--- config.mk ---
export PLATFORM = sky130hd
export DESIGN_NAME = fetch_unit_flat
export DESIGN_NICKNAME = d
export VERILOG_FILES = /design/src/rtl/fetch_unit_if.sv /design/src/rtl/fetch_unit.sv /design/src/flat_wrapper.sv
export SDC_FILE = /design/constraint.sdc
export NUM_CORES = 1
export LEC_CHECK = 0
export CAP_MARGIN = 20
export CORE_MARGIN = 3
export CORE_UTILIZATION = 45
export DETAILED_ROUTE_END_ITERATION = 10
export GPL_TIMING_DRIVEN = 0
export PLACE_DENSITY = 0.8
export SETUP_SLACK_MARGIN = 0.5
export SLEW_MARGIN = 20
export SYNTH_ARGS = -nofsm -noshare
export SYNTH_HDL_FRONTEND = slang
export SYNTH_SLANG_ARGS = --single-unit
--- constraint.sdc ---
create_clock -name clk -period 4.6 [get_ports clk]
set_input_delay 0.92 -clock clk [delete_from_list [all_inputs] [get_ports clk]]
set_output_delay 0.92 -clock clk [all_outputs]
set_load 0.1 [all_outputs]
--- src/rtl/fetch_unit_if.sv ---
`default_nettype none
// ============================================================================
//  Module   : fetch_unit_if
//  Purpose  : Bundles the instruction-memory handshake and the decode-side
//             instruction/redirect signals of the fetch stage.
//  Revision : 1.0  initial release
// ============================================================================
interface fetch_unit_if;
   localparam int W_CPU    = 32;
   localparam int W_PC_SRC = 2;
   localparam int W_JADDR  = 26;
   localparam int W_IMM    = 16;

   // instruction memory side
   logic                imem_req;
   logic [W_CPU-1:0]    imem_addr;
   logic                imem_ack;
   logic [W_CPU-1:0]    imem_rdata;

   // decode side
   logic [W_CPU-1:0]    inst;
   logic [W_CPU-1:0]    inst_pc;
   logic                inst_valid;
   logic                inst_ready;
   logic                redirect;
   logic [W_PC_SRC-1:0] pc_src;
   logic [W_JADDR-1:0]  jump_addr;
   logic [W_IMM-1:0]    imm;
   logic [W_CPU-1:0]    reg_addr;

   // fetch unit view
   modport master (
      output imem_req, imem_addr, inst, inst_pc, inst_valid,
      input  imem_ack, imem_rdata, inst_ready, redirect, pc_src,
             jump_addr, imm, reg_addr
   );

   // memory / decode view
   modport slave (
      input  imem_req, imem_addr, inst, inst_pc, inst_valid,
      output imem_ack, imem_rdata, inst_ready, redirect, pc_src,
             jump_addr, imm, reg_addr
   );
endinterface
`default_nettype wire

--- src/rtl/fetch_unit.sv ---
`default_nettype none
// ============================================================================
//  Module   : fetch_unit
//  Purpose  : MIPS instruction fetch stage. Requests words from instruction
//             memory over req/ack, buffers them with their PC in a 2-entry
//             FIFO for decode, and applies jump/branch/register redirects.
//  Revision : 1.0  initial release
// ============================================================================
module fetch_unit #(
   parameter logic [31:0] RESET_PC = 32'h0000_0000
) (
   input  logic         clk,
   input  logic         rst_n,
   fetch_unit_if.master bus
);

   localparam logic [1:0] PC_SRC_NEXT = 2'd0;
   localparam logic [1:0] PC_SRC_JUMP = 2'd1;
   localparam logic [1:0] PC_SRC_BRCH = 2'd2;
   localparam logic [1:0] PC_SRC_REGF = 2'd3;
   localparam logic [1:0] FIFO_DEPTH  = 2'd2;

   typedef enum logic [1:0] {
      ST_IDLE  = 2'd0,
      ST_FETCH = 2'd1,
      ST_DROP  = 2'd2
   } state_t;

   state_t      r_state;
   logic [31:0] r_fpc;
   logic [31:0] r_req_addr;
   logic [31:0] r_mem_inst [0:1];
   logic [31:0] r_mem_pc   [0:1];
   logic        r_rd_ptr;
   logic        r_wr_ptr;
   logic [1:0]  r_count;

   logic        w_req;
   logic [31:0] w_addr;
   logic        w_valid;
   logic        w_pop;
   logic        w_redir;
   logic        w_ack;
   logic        w_push;
   logic [31:0] w_pc4;
   logic [31:0] w_br_off;
   logic [31:0] w_target;

   // Request is derived purely from state, so it never drops before its ack:
   // the count only grows on an ack.
   assign w_req   = ((r_state == ST_FETCH) && (r_count != FIFO_DEPTH)) ||
                    (r_state == ST_DROP);
   assign w_addr  = (r_state == ST_DROP) ? r_req_addr : r_fpc;
   assign w_valid = (r_count != 2'd0);
   assign w_pop   = w_valid & bus.inst_ready;
   assign w_redir = w_pop & bus.redirect & (bus.pc_src != PC_SRC_NEXT);
   assign w_ack   = w_req & bus.imem_ack;
   // A response that lands together with a redirect belongs to the old path.
   assign w_push  = (r_state == ST_FETCH) & w_ack & ~w_redir;

   assign w_pc4    = r_mem_pc[r_rd_ptr] + 32'd4;
   assign w_br_off = {{14{bus.imm[15]}}, bus.imm, 2'b00};

   // Redirect target selection for the instruction being popped
   always_comb begin
      w_target = bus.reg_addr;
      case (bus.pc_src)
         PC_SRC_JUMP: w_target = {w_pc4[31:28], bus.jump_addr, 2'b00};
         PC_SRC_BRCH: w_target = w_pc4 + w_br_off;
         PC_SRC_REGF: w_target = bus.reg_addr;
         default:     w_target = bus.reg_addr;
      endcase
   end

   // Fetch FSM: tracks the fetch PC and whether a stale request must be drained
   always_ff @(posedge clk or negedge rst_n) begin
      if (!rst_n) begin
         r_state    <= ST_IDLE;
         r_fpc      <= RESET_PC;
         r_req_addr <= RESET_PC;
      end else begin
         case (r_state)
            ST_IDLE: r_state <= ST_FETCH;
            ST_FETCH: begin
               if (w_redir) begin
                  r_fpc <= w_target;
                  // The memory still owes a word for the old address; wait it out.
                  if (w_req && !bus.imem_ack) begin
                     r_req_addr <= w_addr;
                     r_state    <= ST_DROP;
                  end
               end else if (w_ack) begin
                  r_fpc <= r_fpc + 32'd4;
               end
            end
            ST_DROP: begin
               if (bus.imem_ack)
                  r_state <= ST_FETCH;
            end
            default: r_state <= ST_IDLE;
         endcase
      end
   end

   // Two-entry instruction FIFO; a redirect flushes it
   always_ff @(posedge clk or negedge rst_n) begin
      if (!rst_n) begin
         r_mem_inst[0] <= '0;
         r_mem_inst[1] <= '0;
         r_mem_pc[0]   <= '0;
         r_mem_pc[1]   <= '0;
         r_rd_ptr      <= 1'b0;
         r_wr_ptr      <= 1'b0;
         r_count       <= 2'd0;
      end else if (w_redir) begin
         r_rd_ptr <= 1'b0;
         r_wr_ptr <= 1'b0;
         r_count  <= 2'd0;
      end else begin
         if (w_push) begin
            r_mem_inst[r_wr_ptr] <= bus.imem_rdata;
            r_mem_pc[r_wr_ptr]   <= r_fpc;
            r_wr_ptr             <= ~r_wr_ptr;
         end
         if (w_pop)
            r_rd_ptr <= ~r_rd_ptr;
         r_count <= r_count + {1'b0, w_push} - {1'b0, w_pop};
      end
   end

   assign bus.imem_req   = w_req;
   assign bus.imem_addr  = w_addr;
   assign bus.inst_valid = w_valid;
   assign bus.inst       = r_mem_inst[r_rd_ptr];
   assign bus.inst_pc    = r_mem_pc[r_rd_ptr];

endmodule
`default_nettype wire

--- src/flat_wrapper.sv ---
// flat-port wrapper written by rule: the top's interface ports become plain ports
module fetch_unit_flat 
#(
   parameter logic [31:0] RESET_PC = 32'h0000_0000
)
  (clk, rst_n, bus_imem_req, bus_imem_addr, bus_inst, bus_inst_pc, bus_inst_valid, bus_imem_ack, bus_imem_rdata, bus_inst_ready, bus_redirect, bus_pc_src, bus_jump_addr, bus_imm, bus_reg_addr);
  fetch_unit_if bus_i ();
  input  logic clk;
  input  logic rst_n;
  output wire logic [$bits(bus_i.imem_req)-1:0] bus_imem_req;
  output wire logic [$bits(bus_i.imem_addr)-1:0] bus_imem_addr;
  output wire logic [$bits(bus_i.inst)-1:0] bus_inst;
  output wire logic [$bits(bus_i.inst_pc)-1:0] bus_inst_pc;
  output wire logic [$bits(bus_i.inst_valid)-1:0] bus_inst_valid;
  input wire logic [$bits(bus_i.imem_ack)-1:0] bus_imem_ack;
  input wire logic [$bits(bus_i.imem_rdata)-1:0] bus_imem_rdata;
  input wire logic [$bits(bus_i.inst_ready)-1:0] bus_inst_ready;
  input wire logic [$bits(bus_i.redirect)-1:0] bus_redirect;
  input wire logic [$bits(bus_i.pc_src)-1:0] bus_pc_src;
  input wire logic [$bits(bus_i.jump_addr)-1:0] bus_jump_addr;
  input wire logic [$bits(bus_i.imm)-1:0] bus_imm;
  input wire logic [$bits(bus_i.reg_addr)-1:0] bus_reg_addr;
  assign bus_imem_req = bus_i.imem_req;
  assign bus_imem_addr = bus_i.imem_addr;
  assign bus_inst = bus_i.inst;
  assign bus_inst_pc = bus_i.inst_pc;
  assign bus_inst_valid = bus_i.inst_valid;
  assign bus_i.imem_ack = bus_imem_ack;
  assign bus_i.imem_rdata = bus_imem_rdata;
  assign bus_i.inst_ready = bus_inst_ready;
  assign bus_i.redirect = bus_redirect;
  assign bus_i.pc_src = bus_pc_src;
  assign bus_i.jump_addr = bus_jump_addr;
  assign bus_i.imm = bus_imm;
  assign bus_i.reg_addr = bus_reg_addr;
  fetch_unit #(.RESET_PC(RESET_PC)) u_core (.clk(clk), .rst_n(rst_n), .bus(bus_i));
endmodule
==> impl_metrics.toml <==
[floorplanning]
initial_core_utilization_pct = 46.3
design.core.area_um2 = 26400
io_pins = 211
die-width_um = 171
die_h_um = 171
num_rows = 59
die_area_um2 = 29100

[yosys]
synth.yosys.seq_area_share_pct = 40.6
synth.ff_latch_count = 198
netlist-cell-type-count = 81
yosys_most_used_dff = "sky130_fd_sc_hd__dfrtp_1"
post_synth_inst_count = 1153
syn_avg_cell_area_um2 = 10.6
synth.net_count = 1308
synth-warning-count = 0
cell_area_synth_um2 = 12200
asyncSetResetFlopFracSynth_pct = 100
synth_edf_count = 0

[clock_tree]
htree_levels = 4
insertion_delay_ns = 0.45
clkSinkCount = 198
cts-root-buf = "sky130_fd_sc_hd__clkbuf_16"
cts.reportedPaths.clkPinSlew_ns = 0.08
cts_inserted_buffers = 17
cts_hold_repair.buffers = 0
tritoncts_clock_tree = "yes"
max-clock-path-buffers = 2

[sta]
final.hold.worst_slack_ns = 0.280
timing_worst_slew_pin_value_ns = 1.04
finalClockSkew_ns = 0.0106
maxSlewViolCount = 0
setup_ws_ns = 0.0885
min_period_ns = 4.51
max-slew-margin-rel_pct = 30.8
grt_setup_unrepaired = "yes"
timing.final.setup_violations = 0
timing.final.hold_violations = 0
max_freq_mhz = 222
finalCritPeriodShare_pct = 98.1

[placed_design]
dp_worst_setup_slack_ns = -0.599
total_of_buffers_placed_on_input_and_output_ports = 210
place_congestion = 0.943
placed_area_um2 = 14900
dp_hpwl_um = 29000

[layout]
area.growth.synth_to_final_pct = 32.3
fin_nets = 1579
layout.core_utilization_pct = 61.3
antenna-diode-count = 0
fraction_of_layout_instances_using_a_drive_strength_above_1_pct = 33.1
final_area_um2 = 16100

[detailed_routing]
detail_route.first_pass.iterations = 6
drtIter0Drc = 1133
via_count = 10722
wire_per_inst_um = 22.7
routed_wl_um = 40300
drt-vias-per-instance = 6.05
antenna_left = 0
drc = 0

[run]
maxCapViolations = 0

[global_route]
grt_pass1_vias = 10615
grt_start_max_net_pins = 93
globalRouteTotalUtil_pct = 26.9
grt_pass1_wl_um = 60600
initial_antenna_violation_count = 0
global_route.overflow_total = 0

[run_status]
outcome = "finished, final reports clean"

[worst_setup_path]
internal_reg_to_reg_setup_slack_ns = 0.09
crit_arrival_ns = 4.87
critPathMaxFanout = 5
worstSetupPathType = "register to register"
setup.worst_path.start_class = "register"
crit_path_end_kind = "register"
endpoint_required_time_on_the_critical_path_ns = 4.96

[worst_hold_path]
worstHoldPathType = "primary input to asynchronous set/reset pin"
==> what timing repair did <==
action | CTS | global route
resized for setup | 99 | 148
pin swaps | 31 | 30
setup buffers | 30 | 10
setup endpoints to repair | 90 | 69
==> synth_stat cells (6+ instances only) <==
library cell               instances  area share [%]
sky130_fd_sc_hd__mux2_2          211              19
sky130_fd_sc_hd__dfrtp_1         198              41
sky130_fd_sc_hd__o21ai_0          87             3.6
sky130_fd_sc_hd__nand2_1          73             2.2
sky130_fd_sc_hd__nor2_1           62             1.9
sky130_fd_sc_hd__a21oi_1          54             2.2
sky130_fd_sc_hd__ha_1             41             4.2
sky130_fd_sc_hd__xnor2_1          38             2.7
sky130_fd_sc_hd__clkbuf_1         34             1.0
sky130_fd_sc_hd__inv_1            32            0.98
sky130_fd_sc_hd__mux2_4           24             3.0
sky130_fd_sc_hd__nand3_1          24            0.98
sky130_fd_sc_hd__nor3_1           22            0.90
sky130_fd_sc_hd__a221oi_1         17             1.2
sky130_fd_sc_hd__a31oi_1          17            0.87
sky130_fd_sc_hd__nand4_1          17            0.87
sky130_fd_sc_hd__xor2_1           16             1.1
sky130_fd_sc_hd__buf_2            14            0.57
sky130_fd_sc_hd__a21o_1           10            0.62
sky130_fd_sc_hd__and3_1           10            0.51
sky130_fd_sc_hd__mux2i_1          10            0.82
sky130_fd_sc_hd__a22oi_1           8            0.49
sky130_fd_sc_hd__nor2b_1           8            0.41
sky130_fd_sc_hd__o21a_1            8            0.49
sky130_fd_sc_hd__and2_1            7            0.36
sky130_fd_sc_hd__buf_4             7            0.43
sky130_fd_sc_hd__o22ai_1           6            0.31
==> area by class of cell <==
cell class | instances | area [um^2]
flip-flops and latches | 198 | 4960
plain buffers | 65 | 438
fillers | 2149 | 10200
well taps | 335 | 419
clock buffers | 18 | 429
clock inverters | 14 | 185
repair buffers | 252 | 2310
multi-input cells | 857 | 7280
inverters | 33 | 130
==> flip-flops by register name (all words and copies together), names as in the netlist <==
name,cells
u_core.r_wr_ptr,1
u_core.r_mem_pc,64
u_core.r_req_addr,32
u_core.r_mem_inst,64
u_core.r_rd_ptr,1
u_core.r_fpc,32
u_core.r_state,2
u_core.r_count,2
==> placed cells by master (no fill, tap or decap), types with 13 or more instances in the layout <==
| master | instances |
|---|---|
| sky130_fd_sc_hd__ha_1 | 36 |
| sky130_fd_sc_hd__buf_4 | 41 |
| sky130_fd_sc_hd__clkbuf_2 | 45 |
| sky130_fd_sc_hd__xnor2_1 | 34 |
| sky130_fd_sc_hd__nand2_1 | 71 |
| sky130_fd_sc_hd__clkbuf_16 | 18 |
| sky130_fd_sc_hd__inv_1 | 30 |
| sky130_fd_sc_hd__nand3_1 | 22 |
| sky130_fd_sc_hd__nor2_1 | 60 |
| sky130_fd_sc_hd__dfrtp_1 | 197 |
| sky130_fd_sc_hd__mux2_4 | 25 |
| sky130_fd_sc_hd__o21ai_0 | 72 |
| sky130_fd_sc_hd__mux2_2 | 210 |
| sky130_fd_sc_hd__clkbuf_1 | 31 |
| sky130_fd_sc_hd__clkdlybuf4s50_1 | 155 |
| sky130_fd_sc_hd__a31oi_1 | 13 |
| sky130_fd_sc_hd__a21oi_1 | 41 |
| sky130_fd_sc_hd__nand4_1 | 17 |
| sky130_fd_sc_hd__xor2_1 | 16 |
| sky130_fd_sc_hd__nor3_1 | 19 |
==> worst max-delay path, stage by stage, from the launching register on <==
cell	delay, ns
sky130_fd_sc_hd__dfrtp_2	0.43
sky130_fd_sc_hd__buf_12	0.14
sky130_fd_sc_hd__buf_12	0.12
sky130_fd_sc_hd__buf_12	0.12
sky130_fd_sc_hd__buf_12	0.12
sky130_fd_sc_hd__clkbuf_16	0.15
sky130_fd_sc_hd__mux2i_4	0.19
sky130_fd_sc_hd__clkinvlp_4	0.18
sky130_fd_sc_hd__ha_4	0.21
sky130_fd_sc_hd__buf_12	0.12
sky130_fd_sc_hd__nand4_1	0.15
sky130_fd_sc_hd__buf_4	0.18
sky130_fd_sc_hd__nor3_4	0.04
sky130_fd_sc_hd__xor2_1	0.17
sky130_fd_sc_hd__ha_2	0.38
sky130_fd_sc_hd__nand4_1	0.13
sky130_fd_sc_hd__or3_4	0.40
sky130_fd_sc_hd__or2_4	0.28
sky130_fd_sc_hd__o21a_4	0.24
sky130_fd_sc_hd__o21ai_4	0.13
sky130_fd_sc_hd__o221ai_2	0.12
sky130_fd_sc_hd__and3_1	0.21
sky130_fd_sc_hd__o31ai_2	0.18
==> cells by family (layout without fill, tap and decap cells) <==
group / after synthesis / in the layout / synth area share (%)
muxes: 246 / 246 / 23.3
adders and majority gates: 42 / 42 / 4.37
xor gates and xnor gates: 55 / 55 / 4.06
AOI/OAI and AO/OA: 249 / 249 / 12.9
DFF: 198 / 198 / 40.6
and+or+nand+nor: 265 / 265 / 10.9
buffers and inverters: 98 / 382 / 3.89
==> worst paths after layout <==
| check | end | start | depth (start not counted) |
|---|---|---|---|
| max | u_core.r_fpc[31] | u_core.r_rd_ptr | 22 |
| min in group clk | u_core.r_mem_inst[37] | u_core.r_mem_inst[37] | 1 |
| max in group asynchronous | u_core.r_req_addr[23] | rst_n | 2 |
| min reg2reg | u_core.r_mem_inst[37] | u_core.r_mem_inst[37] | 1 |
| max reg2reg | u_core.r_fpc[31] | u_core.r_rd_ptr | 22 |
| min | u_core.r_mem_inst[30] | rst_n | 1 |
==> through the flow <==
step / std cells / TNS, ns
floorplan: 1153 / -0.137
CTS: 1762 / 0
global placement: 1698 / -1127.70
global route: 1772 / -0.0870
finish: 1772 / 0
detailed placement: 1700 / -5.95
==> metal layers <==
metal	global-route usage [%]	routed length (um)	share of wire [%]	vias up
li1	-	-	-	4746
met1	37.0	17200	43	5309
met2	42.4	18400	46	572
met3	5.59	3330	8.3	95
met4	9.17	1400	3.5	0
met5	0	0	0	-
Power is not shown: default switching activity piles up to over one toggle a cycle in this logic, so the estimate is an artifact.
==> RTL edit, RTL diff (same flow settings) <==
Re-encode `state_t` (3 states) as one-hot, 3 bits wide.
--- a/src/rtl/fetch_unit.sv
+++ b/src/rtl/fetch_unit.sv
@@ -22,6 +22,6 @@
 
-   typedef enum logic [1:0] {
-      ST_IDLE  = 2'd0,
-      ST_FETCH = 2'd1,
-      ST_DROP  = 2'd2
+   typedef enum logic [2:0] {
+      ST_IDLE  = 3'b001,
+      ST_FETCH = 3'b010,
+      ST_DROP  = 3'b100
    } state_t;
Behaviour: same outputs for any inputs over 4 cycles, from zero or initial values and one cycle with rst_n low; so few cycles prove little.
==> RTL edit against the original RTL <==
- the flow now finishes with violations (negative setup slack)
- design area increased by 3.5%
- sequential cell count increased by 1
- maximum frequency decreased by 5.1%
- critical path type unchanged
- synthesized area increased by 1.1%
- count of clock-buffer cells in the layout unchanged
- core utilization increased by 1.8 points
- routed wire length increased by 4.8%
- setup slack got worse by 240 ps
==> RTL edit: results (changes against the original RTL) <==
Outcome
  • Status: complete, but fails checks (was finished clean)
  • Violated checks: negative setup slack

Finish
  • Fin cells: 1,822 (was 1,772)
  • Fraction of area in multi-input gates: 0.461 (was 0.451)
  • Buffers, non-clock: 333 (was 317)
  • Clk cell area share: 0.0338 (was 0.0381)
  • NonClk Buf Share: 0.175 (was 0.170)
  • Register area: 4980 µm² (was 4960 µm²)
  • Inverter count: 34 (was 33)
  • Share of layout cells above drive strength 1: 0.356 (was 0.331)
  • Final nets: 1,629 (was 1,579)
  • Seq area share: 0.298 (was 0.307)
  • Layout fillers: 2,064 (was 2,149)
  • #MultiIn Comb: 889 (was 857)

Yosys
  • Post-synth top area share: 0.402 (was 0.406)
  • Synth top cells by count: mux2_2, dfrtp_1, nand2_1 (was mux2_2, dfrtp_1, o21ai_0)
  • Area contributors post-synth: dfrtp_1, mux2_2, ha_1 (unchanged)
  • Seq cells post-synth: 199 (was 198)
  • Synthesized area: 12,300 µm² (was 12,200 µm²)
  • Post-synth cell types: 77 (was 81)
  • Cells after synthesis: 1,185 (was 1,153)
  • Syn nets: 1,340 (was 1,308)
  • Sequential fraction of the synthesis area: 0.404 (was 0.406)

Clock tree
  • Post-CTS Resized: 226 (was 99)
  • TritonCTS Buffers: 17 (unchanged)
  • Clock Latency Late Sink: 430 ps (was 450 ps)
  • Postcts setup bufs: 42 (was 30)

Drt
  • 1st-iter DRT viols: 1,057 (was 1,133)
  • Vias/cell: 6.09 (was 6.05)
  • DR pass1 iterations: 7 (was 6)
  • Final WL: 42,200 µm (was 40,300 µm)

Timing
  • Setup Skew: 11.7 ps (was 10.6 ps)
  • Final worst setup slack: -153 ps (was 88.5 ps)
  • Hold Slack: 344 ps (was 280 ps)
  • Worst Tran Pin Value: 1010 ps (was 1040 ps)
  • TNS Setup: -340 ps (was 0 ps)
  • Final Setup Violations: 5 (was 0)

Placed design
  • Dpl cells: 1,732 (was 1,700)
  • DP Area: 15,000 µm² (was 14,900 µm²)
  • Final GP Congestion: 0.949 (was 0.943)
  • Hpwl dp: 30,100 µm (was 29,000 µm)
  • Worst slack, placed: -949 ps (was -599 ps)

Global routing
  • First-pass GRT wire length: 62,800 µm (was 60,600 µm)
  • Pin count of the biggest net entering global routing: 85 (was 93)
  • Antenna violations before repair: 1 (was 0)
  • Number of global-route vias before repair: 11,100 (was 10,600)
  • Total GRT Usage: 0.278 (was 0.269)

Critical path
  • CP max stage cell: dfrtp_2 (unchanged)
  • CP max FO: 3 (was 5)
  • CP peak stage delay: 460 ps (was 430 ps)
  • Worst reg-to-reg path cell count: 24 (was 22)
  • Cell family with most CP delay: compound AO/OA/AOI/OAI gates (was simple AND/OR/NAND/NOR gates)

Power and ir drop
  • Overall Power: 13.1 mW
## RTL edit: cell count changes after synthesis, sizes merged, moves of 5 or more
cell    change
nand2       +9
o31ai       +5
nand3       +5
and3        +5
o21ai      -16
nand2b      +7
nor2       +11
o211ai      +6
xnor2       -7
nor3        -5
## RTL edit: cells by family (layout without fill, tap and decap cells)
logic type / after synthesis / in the layout / share of synthesized area
multiplexers: 248 / 248 / 0.226
AO/OA/AOI/OAI: 255 / 255 / 0.137
buffers and inverters: 97 / 399 / 0.0350
adder cells (fa/ha/maj): 42 / 42 / 0.0432
flip-flops: 199 / 199 / 0.404
XOR/XNOR: 50 / 50 / 0.0361
AND/OR/NAND/NOR: 294 / 294 / 0.119
## RTL edit: power breakdown
group          switching [mW]  leakage [nW]  internal, mW
clock network           0.747         0.273         0.721
logic                    5.93          4.68          2.74
registers               0.590          2.61          2.40
## RTL edit: routing by layer
layer  part of all wire  global-route usage
met3               0.11              0.0866
met1               0.39               0.351
met5            0.00057                   0
met4              0.036               0.101
met2               0.47               0.451
